File: src/rtl/maze_job_ctrl.sv
// Job controller for a maze solver: loads the maze row by row, pulses the solver
// reset, supervises the run with step/cycle counting and a timeout, then reports.
module maze_job_ctrl #(
  parameter int SIZE       = 9,
  parameter int MAX_CYCLES = 1023,
  parameter int RST_CYCLES = 2
) (
  input  logic                    clk,
  input  logic                    rst,
  input  logic                    row_valid,
  input  logic [SIZE-1:0]         row_data,
  output logic                    row_ready,
  input  logic                    abort,
  output logic [SIZE*SIZE-1:0]    maze_flat,
  output logic                    solver_rst,
  input  logic                    solver_done,
  input  logic [$clog2(SIZE)-1:0] solver_x,
  input  logic [$clog2(SIZE)-1:0] solver_y,
  output logic                    res_valid,
  input  logic                    res_ready,
  output logic [1:0]              res_status,
  output logic [15:0]             res_steps,
  output logic [15:0]             res_cycles
);

  localparam int PW = $clog2(SIZE);
  localparam int IW = $clog2(SIZE + 1);
  localparam logic [IW-1:0] LAST_ROW  = IW'(SIZE - 1);
  localparam logic [3:0]    RST_LAST  = 4'(RST_CYCLES - 1);
  localparam logic [15:0]   MAX_C     = 16'(MAX_CYCLES);
  localparam logic [1:0]    ST_SOLVED = 2'b00;
  localparam logic [1:0]    ST_TMO    = 2'b01;
  localparam logic [1:0]    ST_ABORT  = 2'b10;

  typedef enum logic [1:0] {
    LOAD   = 2'd0,
    START  = 2'd1,
    RUN    = 2'd2,
    REPORT = 2'd3
  } state_t;

  state_t          state_r, state_s;
  logic [IW-1:0]   row_idx_r, row_idx_s;
  logic [3:0]      rcnt_r, rcnt_s;
  logic [15:0]     cyc_r, cyc_s, cyc_inc_s;
  logic [15:0]     steps_r, steps_s, steps_inc_s;
  logic [2*PW-1:0] prev_r, prev_s;
  logic            first_r, first_s;
  logic            moved_s, timeout_s, row_accept_s, load_res_s;
  logic [1:0]      status_s;

  // Next-state, counter and result-capture decisions
  always_comb begin
    state_s      = state_r;
    row_idx_s    = row_idx_r;
    rcnt_s       = rcnt_r;
    cyc_s        = cyc_r;
    steps_s      = steps_r;
    prev_s       = prev_r;
    first_s      = first_r;
    row_accept_s = 1'b0;
    load_res_s   = 1'b0;
    status_s     = ST_SOLVED;
    cyc_inc_s    = cyc_r + 16'd1;
    // The very first RUN cycle only records where the solver starts
    moved_s      = !first_r && ({solver_x, solver_y} != prev_r);
    steps_inc_s  = (moved_s && (steps_r != 16'hFFFF)) ? steps_r + 16'd1 : steps_r;
    timeout_s    = (cyc_inc_s == MAX_C);
    case (state_r)
      LOAD: begin
        if (abort) begin
          row_idx_s = '0;
        end else if (row_valid && row_ready) begin
          row_accept_s = 1'b1;
          if (row_idx_r == LAST_ROW) begin
            row_idx_s = '0;
            state_s   = START;
            rcnt_s    = 4'd0;
            cyc_s     = 16'd0;
            steps_s   = 16'd0;
            prev_s    = '0;
            first_s   = 1'b1;
          end else begin
            row_idx_s = row_idx_r + IW'(1);
          end
        end else begin
          row_idx_s = row_idx_r;
        end
      end
      START: begin
        if (abort) begin
          state_s    = REPORT;
          load_res_s = 1'b1;
          status_s   = ST_ABORT;
        end else if (rcnt_r == RST_LAST) begin
          state_s = RUN;
        end else begin
          rcnt_s = rcnt_r + 4'd1;
        end
      end
      RUN: begin
        cyc_s   = cyc_inc_s;
        steps_s = steps_inc_s;
        prev_s  = {solver_x, solver_y};
        first_s = 1'b0;
        if (abort) begin
          state_s    = REPORT;
          load_res_s = 1'b1;
          status_s   = ST_ABORT;
        end else if (solver_done) begin
          state_s    = REPORT;
          load_res_s = 1'b1;
          status_s   = ST_SOLVED;
        end else if (timeout_s) begin
          state_s    = REPORT;
          load_res_s = 1'b1;
          status_s   = ST_TMO;
        end else begin
          state_s = RUN;
        end
      end
      REPORT: begin
        if (res_valid && res_ready) begin
          state_s = LOAD;
        end else begin
          state_s = REPORT;
        end
      end
      default: begin
        state_s = LOAD;
      end
    endcase
  end

  // State, counters and handshake outputs registered from the next state
  always_ff @(posedge clk or posedge rst) begin
    if (rst) begin
      state_r    <= LOAD;
      row_idx_r  <= '0;
      rcnt_r     <= 4'd0;
      cyc_r      <= 16'd0;
      steps_r    <= 16'd0;
      prev_r     <= '0;
      first_r    <= 1'b1;
      row_ready  <= 1'b1;
      solver_rst <= 1'b1;
      res_valid  <= 1'b0;
    end else begin
      state_r    <= state_s;
      row_idx_r  <= row_idx_s;
      rcnt_r     <= rcnt_s;
      cyc_r      <= cyc_s;
      steps_r    <= steps_s;
      prev_r     <= prev_s;
      first_r    <= first_s;
      row_ready  <= (state_s == LOAD);
      solver_rst <= (state_s != RUN);
      res_valid  <= (state_s == REPORT);
    end
  end

  // Maze storage and result latches
  always_ff @(posedge clk or posedge rst) begin
    if (rst) begin
      maze_flat  <= '1;
      res_status <= 2'b00;
      res_steps  <= 16'd0;
      res_cycles <= 16'd0;
    end else begin
      if (row_accept_s) begin
        maze_flat[int'(row_idx_r)*SIZE +: SIZE] <= row_data;
      end
      if (load_res_s) begin
        res_status <= status_s;
        res_steps  <= steps_s;
        res_cycles <= cyc_s;
      end
    end
  end

endmodule

File: config.mk
export PLATFORM = sky130hd
export DESIGN_NAME = maze_job_ctrl
export DESIGN_NICKNAME = d
export VERILOG_FILES = /design/src/rtl/maze_job_ctrl.sv
export SDC_FILE = /design/constraint.sdc
export NUM_CORES = 1
export LEC_CHECK = 0
export ABC_AREA = 1
export CORE_UTILIZATION = 48
export DETAILED_ROUTE_END_ITERATION = 10
export PLACE_DENSITY = 0.86
export REMOVE_ABC_BUFFERS = 1
export SLEW_MARGIN = 40
export SYNTH_ARGS = -nofsm -noshare
export SYNTH_HDL_FRONTEND = slang
export SYNTH_SLANG_ARGS = --single-unit
File: constraint.sdc
create_clock -name clk -period 5.8 [get_ports clk]
set_clock_uncertainty 0.05 [all_clocks]
set_input_delay 1.16 -clock clk [delete_from_list [all_inputs] [get_ports clk]]
set_output_delay 1.16 -clock clk [all_outputs]
set_load 0.01 [all_outputs]
# After elaboration in Yosys (flattened, before gate mapping)
# Index checks and enable logic that the tools add are counted.
totals:
  reg_bits: 169
  out_inout_bits: 118
  word_cells: 100
  in_bits: 23
classes:
  n_mux: 50
  n_reduce_logical: 13
  n_eq_ne: 15
  addsub: 5
  shift: 2
  mul: 1
op_table:
  columns: ["cell", "count"]
  rows:
  - ["$mux W16", 7]
  - ["$bwmux W81", 1]
  - ["$shift A9 B33 Y81 const A", 1]
  - ["$shiftx A9 B33 Y81", 1]
  - ["$pmux W16 S2", 2]
  - ["$neg A8 Y33", 1]
  - ["$add A16 B1 Y16 const B", 2]
  - ["$mux W4", 8]
  - ["$mux W8", 3]
  - ["$eq A16 B10 Y1 const B", 1]
  - ["$mux W2", 8]
  - ["$ne A16 B16 Y1 const B", 1]
  - ["$pmux W8 S2", 1]
  - ["$mux W1", 15]
  - ["$ne A2 B2 Y1 const B", 6]
  - ["$add A4 B1 Y4 const B", 2]
  - ["$mul A4 B4 Y8 const B", 1]
  - ["$ne A8 B8 Y1", 1]
  - ["$pmux W2 S4", 1]
  - ["$pmux W4 S2", 1]
  - ["$eq A2 B2 Y1 const B", 3]
  - ["$reduce_and A6 Y1", 1]
  - ["$reduce_bool A2 Y1", 3]
  - ["$eq A4 B1 Y1 const B", 1]
  - ["other kinds (9)", 14]

# Depth between registers and ports, before layout
logic_depth:
  word_depth: 7
  ltp_mapped: 17
  ltp_nobuf: 16

# Least setup slack after synthesis
# Ideal clock, no wire load.
synth_timing:
  path_type: "input to register"
  from: "in solver_y[1]"
  to: "reg res_steps[5]"
  stages: 10
  setup_ps: 117
  t_arrival_ps: 2389
  n_path_buf: 1
  slack_ps: 3244
  required_ps: 5633
  path_cell_list: "or2_2 -> nand3_1 -> nor2_1 -> a21oi_1 -> buf_2 -> nand3_1 -> nand3_1 -> nand3_1 -> nand3_1 -> nand2_1"
synth_between:
  elab_chain_len: 5
synth_lines:
  columns: ["item", "line", "rtl"]
  rows:
  - ["start, declared", "18", "input logic [$clog2(SIZE)-1:0] solver_y,"]
  - ["$ne A8 B8 Y1", "66", "moved_s = !first_r && ({solver_x, solver_y} != prev_r);"]
  - ["$logic_and A1 B1 Y1", "66", null]
  - ["$logic_and A1 B1 Y1", "67", "steps_inc_s = (moved_s && (steps_r != 16'hFFFF)) ? steps_r + 16'd1 : steps_r;"]
  - ["$mux W16", "67", null]
  - ["$pmux W16 S2", "69", "case (state_r)"]
  - ["via steps_s[5]", "46", "logic [15:0] steps_r, steps_s, steps_inc_s;"]
  - ["end signal, assigned", "175", "res_steps <= steps_s;"]
  - ["end, declared", "22", "output logic [15:0] res_steps,"]
# The timed path passes the listed nets, and every way through them passes these cells.
# A chain may end at the register's enable or synchronous reset.

# Final worst setup path
layout_timing:
  from: "reg row_idx_r[0]"
  to: "reg res_steps[1]"
layout_between:
  elab_chain_len: 5
layout_lines:
  columns: ["item", "line", "rtl"]
  rows:
  - ["start, declared", "43", "logic [IW-1:0] row_idx_r, row_idx_s;"]
  - ["start signal, assigned", "150", "row_idx_r <= row_idx_s;"]
  - ["$eq A4 B4 Y1", "75", "if (row_idx_r == LAST_ROW) begin"]
  - ["$mux W16", "75", null]
  - ["$mux W16", "73", "end else if (row_valid && row_ready) begin"]
  - ["$mux W16", "71", "if (abort) begin"]
  - ["$pmux W16 S2", "69", null]
  - ["via steps_s[1]", "46", null]
# The timed path passes the listed nets, and every way through them passes these cells.

==> summary.md <==
| Metric | Value |
|---|---|
| Pwr/cell area | ~450 mW/mm^2 |
| Critical Path RT | between 6000 and 7000 ps |
| Diode count | 0 |
| Area grow syn2layout | 26.1% |
| HPWL after detailed placement | 13700 microns |
| Delay-heaviest family, CP | simple AND/OR/NAND/NOR gates |
| Crit-path max cell delay | around 420 ps |
| Routability cong. | roughly 0.95 |
| Final worst-path cycle share | roughly 59% |
| Crit-path cells | inv_1 -> ha_1 -> inv_1 -> nor2_1 -> nand2_1 -> o21ai_1 -> nand2_1 -> nor2_1 -> buf_4 -> inv_1 -> a21oi_1 -> o21ai_0 -> nand3_1 -> nand2_1 |
| Worst Path Buf+Inv | 4 |
| Iteration-0 DRC Markers | 443 |
| Flop pwr share | approximately 37% |
| CTS tree | yes |
| Slowest CP cell | dfrtp_1 |
| Cell count after synthesis | around 900 |
| Die footprint | about 0.018 sq mm |
| Min-Delay Path Depth | 2 |
| DR vias/cell | ~5.4 |
| Largest cells by area after synthesis | dfstp_2 27%, dfrtp_1 26%, nand2_1 11% |
| WP depth | 14 |
| Internal power | ~2.7 mW |
| DRC errors left | 0 |
| Die width | about 130 microns |
| Reg2reg path depth | 14 |
| Synth Cell Area | just over 0.008 sq mm |
| Clock Latency Late Sink | 430 ps |
| Max-slew headroom | roughly 54% |
| Clock sinks | between 150 and 200 |
| Starting Density | around half |
| Leak pwr | about 4.4 nW |
| WS Path Type | reg -> reg |
| # IOs | between 100 and 150 |
| Status | complete, no violations |
| Largest net degree at the start of global routing | roughly 120 |
| Placed standard-cell area | slightly below 0.01 sq mm |
| First-pass GRT wire length | roughly 33000 microns |
| Core Box Area | around 0.017 sq mm |
| Max-cap viol count | 0 |
| Setup bufs post-CTS | 0 |
| Setup violators final | 0 |
| Slew at the pin with the worst max-slew slack | 688 ps |
| # rows | 47 |
| Sw Ratio | about two fifths |
| I/O Buffers | 140 |
| Initial antenna violation count | 0 |
| WHS | 420 ps |
| Hold_buf cts | 0 |
| CTS Buf Count | 17 |
| Number of synthesized register bits | ~170 |
| HP Class | reg -> reg |
| Synth top area share | a little over a quarter |
| DRT Pass-1 Iters | 5 |
| Area occupied by multi-input gates | approximately 0.0034 sq mm |
| Maximum clock frequency | between 200 and 300 MHz |
| Nets | between 1000 and 1500 |
| TNS Setup | 0 ps |
| Worst Path Arrival | 3720 ps |
| Seq/Total Area, Yosys | between 50% and 60% |
| Max IR drop VDD | about 240 uV |
| Post-DR wirelength/cell | 15.7 microns |
| Clk buf depth | 2 |
| Finished Cell Area | 0.0103 sq mm |
| GRT overflow | 0 |
| Vias | 6800 |
| Setup crit end kind | flip-flop |
| Final Max Slew Viols | 0 |
| Clock root cell | clkbuf_16 |
| DRT antenna net count | 0 |
| Drt total wl | approximately 20000 microns |
| Post-CTS sizing | 0 |
| Clock power share | between 20 and 25% |
| Psw | about 1.9 mW |
| Largest area contributor in the netlist | dfstp_2 |
| H-tree Lvls | 4 |
| Yosys Warn Count | 0 |
| Endpoints failing hold | 0 |
| CP max FO | 29 |
| Vias in the first global route | roughly 6400 |
| Avg Cell Area, Syn | 9.11 sq um |
| Clock slew at reported path FFs | ~70 ps |
| Die Y | 132 microns |
| Share of post-route cells with drive strength above 1 | between 10% and 20% |
| Minimum clock period | 3450 ps |
| Layout filler cell count | 1401 |
| Seq. cell area | approximately 0.0043 sq mm |
| Synth cell types | 36 |
| Setup crit start kind | flip-flop |
| Part of the power in combinational logic | 38.4% |
| Unrepaired setup endpoints after global routing | no |
| Total Routing Usage GR | about a quarter |
[final timing paths]
kind | slack [ps] | start | endpoint
worst max-delay path | 2350 | row_idx_r[0] | res_steps[1]
worst min-delay path | 420 | res_cycles[1] | res_cycles[1]
worst max register to register | 2350 | row_idx_r[0] | res_steps[1]
worst min register to register | 420 | res_cycles[1] | res_cycles[1]
max in group asynchronous | 3700 | rst | steps_r[14]
min in group asynchronous | 1200 | rst | res_cycles[13]
[power groups by stage]
stage                     clock network [mW]  logic, mW  registers (mW)
final                                   1.11       1.76            1.72
after global routing                    1.18       1.97            1.75
after CTS                               1.13       1.77            1.71
after detailed placement                   0       1.75            1.72
after global placement                     0       1.70            1.72
after floorplan                            0       1.06            1.74
[registers in the layout, indices dropped and copies added, names as in the netlist]
| signal | count |
|---|---|
| steps_r | 16 |
| row_idx_r | 4 |
| first_r | 1 |
| maze_flat | 81 |
| solver_rst | 1 |
| res_steps | 16 |
| rcnt_r | 4 |
| res_status | 2 |
| res_valid | 1 |
| cyc_r | 16 |
| state_r | 2 |
| prev_r | 8 |
| row_ready | 1 |
| res_cycles | 16 |
[layer usage]
layer | global-route usage [%] | up-vias | share of wire (%)
met2 | 39.8 | 255 | 50
met4 | 7.47 | 0 | 1.3
met5 | 0 | - | 0
met3 | 3.75 | 22 | 5.9
met1 | 31.4 | 3311 | 43
li1 | - | 3212 | -
[layout make-up]
cell class                      instances  share of cell area, %
Clock buffer                           18                   4.37
Inverter                               77                   2.93
Clock inverter                         14                   1.26
Sequential cell                       169                   42.0
Tap cell                              220                   2.67
Timing Repair Buffer                  145                   14.0
Multi-Input combinational cell        619                   32.8
[logic make-up (layout without fill, tap and decap cells)]
family          Yosys count  in the layout  share of synthesized area (%)
flops                   169            169                           53.0
compound gates           83             83                           5.72
mux                      44             44                           6.06
fa+ha+maj                13             13                           1.99
simple gates            454            454                           24.8
buf+inv                 109            254                           5.74
xor+xnor                 25             25                           2.68
[cell usage after synthesis (all sizes together)]
master,number
or2,3
nand3,108
o22ai,13
dfstp,84
o21ai,50
nand2,251
nand4,9
dfrtp,85
clkbuf,16
a21oi,6
a31oi,1
mux2,44
o31ai,10
xor2,20
nor2,53
a2111oi,1
ha,13
nor3,30
a22o,1
clkinv,1
o211ai,1
inv,76
xnor2,5
buf,16
[worst reg2reg max path, stage by stage (launching register included)]
cell and delay (ps):
dfrtp_1 420, inv_1 370, ha_1 260, inv_1 70, nor2_1 200, nand2_1 170
o21ai_1 180, nand2_1 360, nor2_1 200, buf_4 320, inv_1 230, a21oi_1 200
o21ai_0 150, nand3_1 110, nand2_1 50
[through the flow]
stage          cells  power, mW  worst slack (ps)  utilization [%]
3_5_place_dp    1230       3.48              2180             58.6
6_report        1262       4.59              2350             62.2
4_1_cts         1262       4.61              2360             62.1
5_1_grt         1262       4.90              1940             62.2
3_3_place_gp    1230       3.42              2220             58.6
2_1_floorplan    865       2.79               154                -
[placed cells by master, fill, tap and decap left out, types with 2 or more instances in the layout]
cell and n:
a21oi_1 5, buf_4 5, clkbuf_16 18, clkdlybuf4s50_1 140, clkinv_8 2, clkinvlp_4 3, dfrtp_1 85, dfstp_2 84
ha_1 13, inv_1 71, inv_2 4, inv_6 5, inv_8 3, mux2_2 44, nand2_1 240, nand2_2 8
nand2_4 2, nand3_1 106, nand3_2 2, nand4_1 9, nor2_1 43, nor2_2 6, nor2_4 4, nor3_1 27
nor3_2 3, o21ai_0 47, o21ai_1 3, o22ai_1 13, o31ai_1 10, or2_2 3, xnor2_1 5, xor2_1 20
Power figures use the tool's default switching activity.
==> RTL change 1, RTL diff (same settings) <==
Encoding of `state_t`: now one-hot (4 bits for 4 states).
--- a/src/rtl/maze_job_ctrl.sv
+++ b/src/rtl/maze_job_ctrl.sv
@@ -32,11 +32,11 @@
   localparam logic [1:0]    ST_TMO    = 2'b01;
   localparam logic [1:0]    ST_ABORT  = 2'b10;
 
-  typedef enum logic [1:0] {
-    LOAD   = 2'd0,
-    START  = 2'd1,
-    RUN    = 2'd2,
-    REPORT = 2'd3
+  typedef enum logic [3:0] {
+    LOAD   = 4'b0001,
+    START  = 4'b0010,
+    RUN    = 4'b0100,
+    REPORT = 4'b1000
   } state_t;
 
   state_t          state_r, state_s;
Check against the original RTL: same outputs for any inputs over 4 cycles, from zero or initial values and one cycle with rst high; so few cycles prove little.
==> RTL change 1 against the unedited design <==
Core utilization decreased by 0.15 points; hold slack better by 20 ps; routed wire length shrank 0.48%; area after synthesis fell by 0.90%; sequential cell count grew 2; setup slack worse by 160 ps; design area is 0.59% lower; critical path type unchanged.
Power is not compared: it rests on default switching activity, and its combinational part moved more than twofold at a synthesized area within 25%.
==> RTL change 1: results (changes against the unedited design) <==
Outcome: completed (unchanged)
Critical-path top delay cell: nand2_1 (was dfrtp_1)
Crit-path leading delay family: buffers and inverters (was simple AND/OR/NAND/NOR gates)
R2r worst-path depth: 13 (was 14)
# placed instances: 1218 (was 1230)
Mux contribution to synthesized area: 6.812% (was 6.062%)
Synth Instances: 879 (was 897)
Final #Nets: 1049 (was 1065)
DR iter-0 viols: 415 (was 443)
Worst r2r dst: res_steps[2]$_DFFE_PP0P_ (was res_steps[1]$_DFFE_PP0P_)
Dpl hpwl: 13580 µm (was 13750 µm)
Post-synthesis xor/xnor area fraction: 2.379% (was 2.679%)
Vias per std cell: 5.370 (was 5.388)
Synth cell types: 37 (was 36)
Tot GR Track Use: 23.66% (was 23.63%)
Worst path max stage delay: 780 ps (was 420 ps)
Crit path max fanout: 32 (was 29)
Leading post-synthesis cells by cell area: dfstp_2 (28%), dfrtp_1 (27%), nand2_1 (11%) (was dfstp_2 (27%), dfrtp_1 (26%), nand2_1 (11%))
Share of cells above drive strength 1: 19.03% (was 19.19%)
Area post-placement: 9686 µm² (was 9722 µm²)
Post-synth top cells: nand2_1 (240), dfrtp_1 (86), dfstp_2 (85) (was nand2_1 (240), nand3_1 (106), dfrtp_1 (85))
Register area share after synthesis: 54.14% (was 53.02%)
Final GP Congestion: 0.9020 (was 0.9494)
Number of global-route vias before repair: 6434 (was 6444)
Pin count of the biggest net entering global routing: 79 (was 116)
Fill count: 1330 (was 1401)
Routed wire per std cell: 15.80 µm (was 15.72 µm)
Hold WS: 440.4 ps (was 419.9 ps)
Compound-Gate Fraction of Synth Area: 6.194% (was 5.725%)
Rel. slew slack: 51.53% (was 54.10%)
Worst path arrival time: 3890 ps (was 3720 ps)
Via count: 6713 (was 6800)
Top reg by flops: maze_flat (unchanged)
RTL change 1: worst reg2reg max path: cells and delay by family (launching register included):
| kind | cells | cell delay [ps] |
|---|---|---|
| buf+inv | 5 | 1500 |
| simple gates | 7 | 1230 |
| flops | 1 | 430 |
| compound gates | 1 | 280 |
RTL change 1: power groups by stage:
stage / sequential, mW / combinational (mW) / clock [mW]
2_1_floorplan: 1.55 / 0.327 / 0
3_3_place_gp: 1.51 / 0.656 / 0
3_5_place_dp: 1.52 / 0.678 / 0
4_1_cts: 1.50 / 0.681 / 1.10
5_1_grt: 1.52 / 0.750 / 1.15
6_report: 1.50 / 0.680 / 1.09
RTL change 1: layout make-up:
cell class | instances | share of cell area [%]
Multi-Input combinational cell | 601 | 32.02
Tap cell | 220 | 2.687
Clock buffer | 17 | 4.152
Sequential cell | 171 | 42.80
Clock inverter | 15 | 1.319
Inverter | 82 | 3.053
Timing Repair Buffer | 144 | 13.97
RTL change 1: logic make-up (layout without fill, tap and decap cells):
logic type / after synthesis / count (layout)
adders and majority gates: 9 / 9
and+or+nand+nor: 434 / 434
xor gates and xnor gates: 22 / 22
AOI/OAI and AO/OA: 87 / 87
muxes: 49 / 49
buffers and inverters: 107 / 258
DFF: 171 / 171
RTL change 1: through the flow:
| stage | util, % | setup WS [ps] |
|---|---|---|
| 2_1_floorplan | - | 98.88 |
| 3_3_place_gp | 58.60 | 2237 |
| 3_5_place_dp | 58.61 | 2131 |
| 4_1_cts | 62.00 | 2185 |
| 5_1_grt | 62.00 | 1927 |
| 6_report | 62.00 | 2189 |
RTL change 1: layer usage:
layer	up-vias	GRT usage, %	wire [µm]
li1	3167	-	-
met1	3277	31.16	8525
met2	234	38.36	9623
met3	35	4.844	1135
met4	0	9.561	461
met5	-	0	0
==> RTL change 2, RTL diff (same flow settings) <==
Without the edit above. Set the parameter `SIZE` to 8 (it was 9).
--- a/src/rtl/maze_job_ctrl.sv
+++ b/src/rtl/maze_job_ctrl.sv
@@ -1,7 +1,7 @@
 // Job controller for a maze solver: loads the maze row by row, pulses the solver
 // reset, supervises the run with step/cycle counting and a timeout, then reports.
 module maze_job_ctrl #(
-  parameter int SIZE       = 9,
+  parameter int SIZE       = 8,
   parameter int MAX_CYCLES = 1023,
   parameter int RST_CYCLES = 2
 ) (
Ports: changed (resized maze_flat, row_data, solver_x and solver_y); port bits go from 141 to 121. The function was not compared with the original's and may differ.
==> RTL change 2 against the unedited design <==
Combinational power up 3%; setup slack got worse by 340 ps; design area down 9.6%; area after synthesis fell by 8.8%; count of clock-buffer cells in the layout fell by 1; sequential cell count shrank 19; power decreased by 2.3%; routed wire length fell by 12%; highest routed layer unchanged.
==> RTL change 2: results (changes against the unedited design) <==
#MultiIn Comb: 591 (was 619)
Fill count: 1272 (was 1401)
Port Buf Inserts: 120 (was 140)
Yosys warnings: 0 (unchanged)
Post-synth top cells: nand2_1 (220), dfrtp_1 (83), nand3_1 (73) (was nand2_1 (240), nand3_1 (106), dfrtp_1 (85))
Tot GR Track Use: 22.54% (was 23.63%)
Adder-Cell Fraction of Synth Area: 2.013% (was 1.990%)
Clk cell area share: 6.245% (was 5.632%)
Multi-input combinational area share: 33.55% (was 32.76%)
Share of cells above drive strength 1: 16.58% (was 19.19%)
Plain + repair buffers: 124 (was 145)
Drt pass-1 iters: 6 (was 5)
WL met2: 8358 µm (was 9928 µm)
Antenna cells: 0 (unchanged)
Number of global-route vias before repair: 5867 (was 6444)
Worst path arrival time: 4060 ps (was 3720 ps)
Final #Nets: 996 (was 1065)
First-pass GRT wire length: 28570 µm (was 32800 µm)
PwrDens: 481.6 nW/µm² (was 445.4 nW/µm²)
Rel. slew slack: 47.89% (was 54.10%)
Leakage power: 3.938 nW (was 4.408 nW)
Area post-placement: 8728 µm² (was 9722 µm²)
Wl on met1: 7634 µm (was 8478 µm)
Global-route track usage on met2: 37.41% (was 39.77%)
Crit path max fanout: 17 (was 29)
DR iter-0 viols: 474 (was 443)
Register area share after synthesis: 51.45% (was 53.02%)
Wire length on met3: 1193 µm (was 1173 µm)
Total routed wirelength: 17430 µm (was 19840 µm)
Met3 Use GR: 4.724% (was 3.755%)
Worst path max stage delay: 680 ps (was 420 ps)
Synth Instances: 857 (was 897)
Post-synthesis xor/xnor area fraction: 2.919% (was 2.679%)
Routed wire per std cell: 14.96 µm (was 15.72 µm)
Outcome: completed (unchanged)
Compound-Gate Fraction of Synth Area: 10.43% (was 5.725%)
Final GP Congestion: 0.8632 (was 0.9494)
Post-synth ARST share: 100.0% (unchanged)
Max reg flops: 64 (was 81)
Worst VDD drop: 0.2798 mV (was 0.2413 mV)
Vias per std cell: 5.393 (was 5.388)
Worst slack, placed: 2104 ps (was 2176 ps)
Non-clock buffering overhead: 13.22% (was 13.96%)
Mux contribution to synthesized area: 0.1342% (was 6.062%)
Leading post-synthesis cells by cell area: dfrtp_1 (28%), dfstp_2 (24%), nand2_1 (11%) (was dfstp_2 (27%), dfrtp_1 (26%), nand2_1 (11%))
Synth area leader: dfrtp_1 (was dfstp_2)
Synth cell types: 43 (was 36)
CTS max path bufs: 2 (unchanged)
# placed instances: 1133 (was 1230)
Hold Crit Start: res_cycles[13]$_DFFE_PP0P_ (was res_cycles[1]$_DFFE_PP0P_)
Fraction of area in registers: 41.19% (was 42.05%)
FF+latch count: 150 (was 169)
Non-clock inverter total of the final layout: 80 (was 77)
Reg clk slew, reported paths: 70 ps (about the same)
Pin count of the biggest net entering global routing: 67 (was 116)
Dpl hpwl: 12030 µm (was 13750 µm)
## RTL change 2: cell count changes after synthesis, moves of 7 or more
cell	change
nand2_2	+9
nand3_1	-33
o21ai_0	-22
nand2_4	+10
o21ai_1	+36
a21oi_1	+17
nand2_1	-20
dfstp_2	-17
nor3_1	-15
mux2_2	-44
buf_2	+10
o22ai_1	+7
## RTL change 2: final timing paths
kind | cells after the start | endpoint | slack, ps
worst max-delay path | 9 | maze_flat[29]$_DFFE_PP1P_ | 2010
worst min-delay path | 2 | res_cycles[13]$_DFFE_PP0P_ | 420
worst max register to register | 9 | maze_flat[29]$_DFFE_PP1P_ | 2010
worst min register to register | 2 | res_cycles[13]$_DFFE_PP0P_ | 420
max in group asynchronous | 3 | first_r$_DFFE_PP1P_ | 3570
min in group asynchronous | 2 | res_status[0]$_DFFE_PP0P_ | 1150
## RTL change 2: power by group
part	switching, mW	leakage (nW)	internal, mW	total (mW)
Sequential	0.249	1.79	1.34	1.59
Clock	0.483	0.293	0.611	1.09
Combinational	1.17	1.86	0.636	1.81
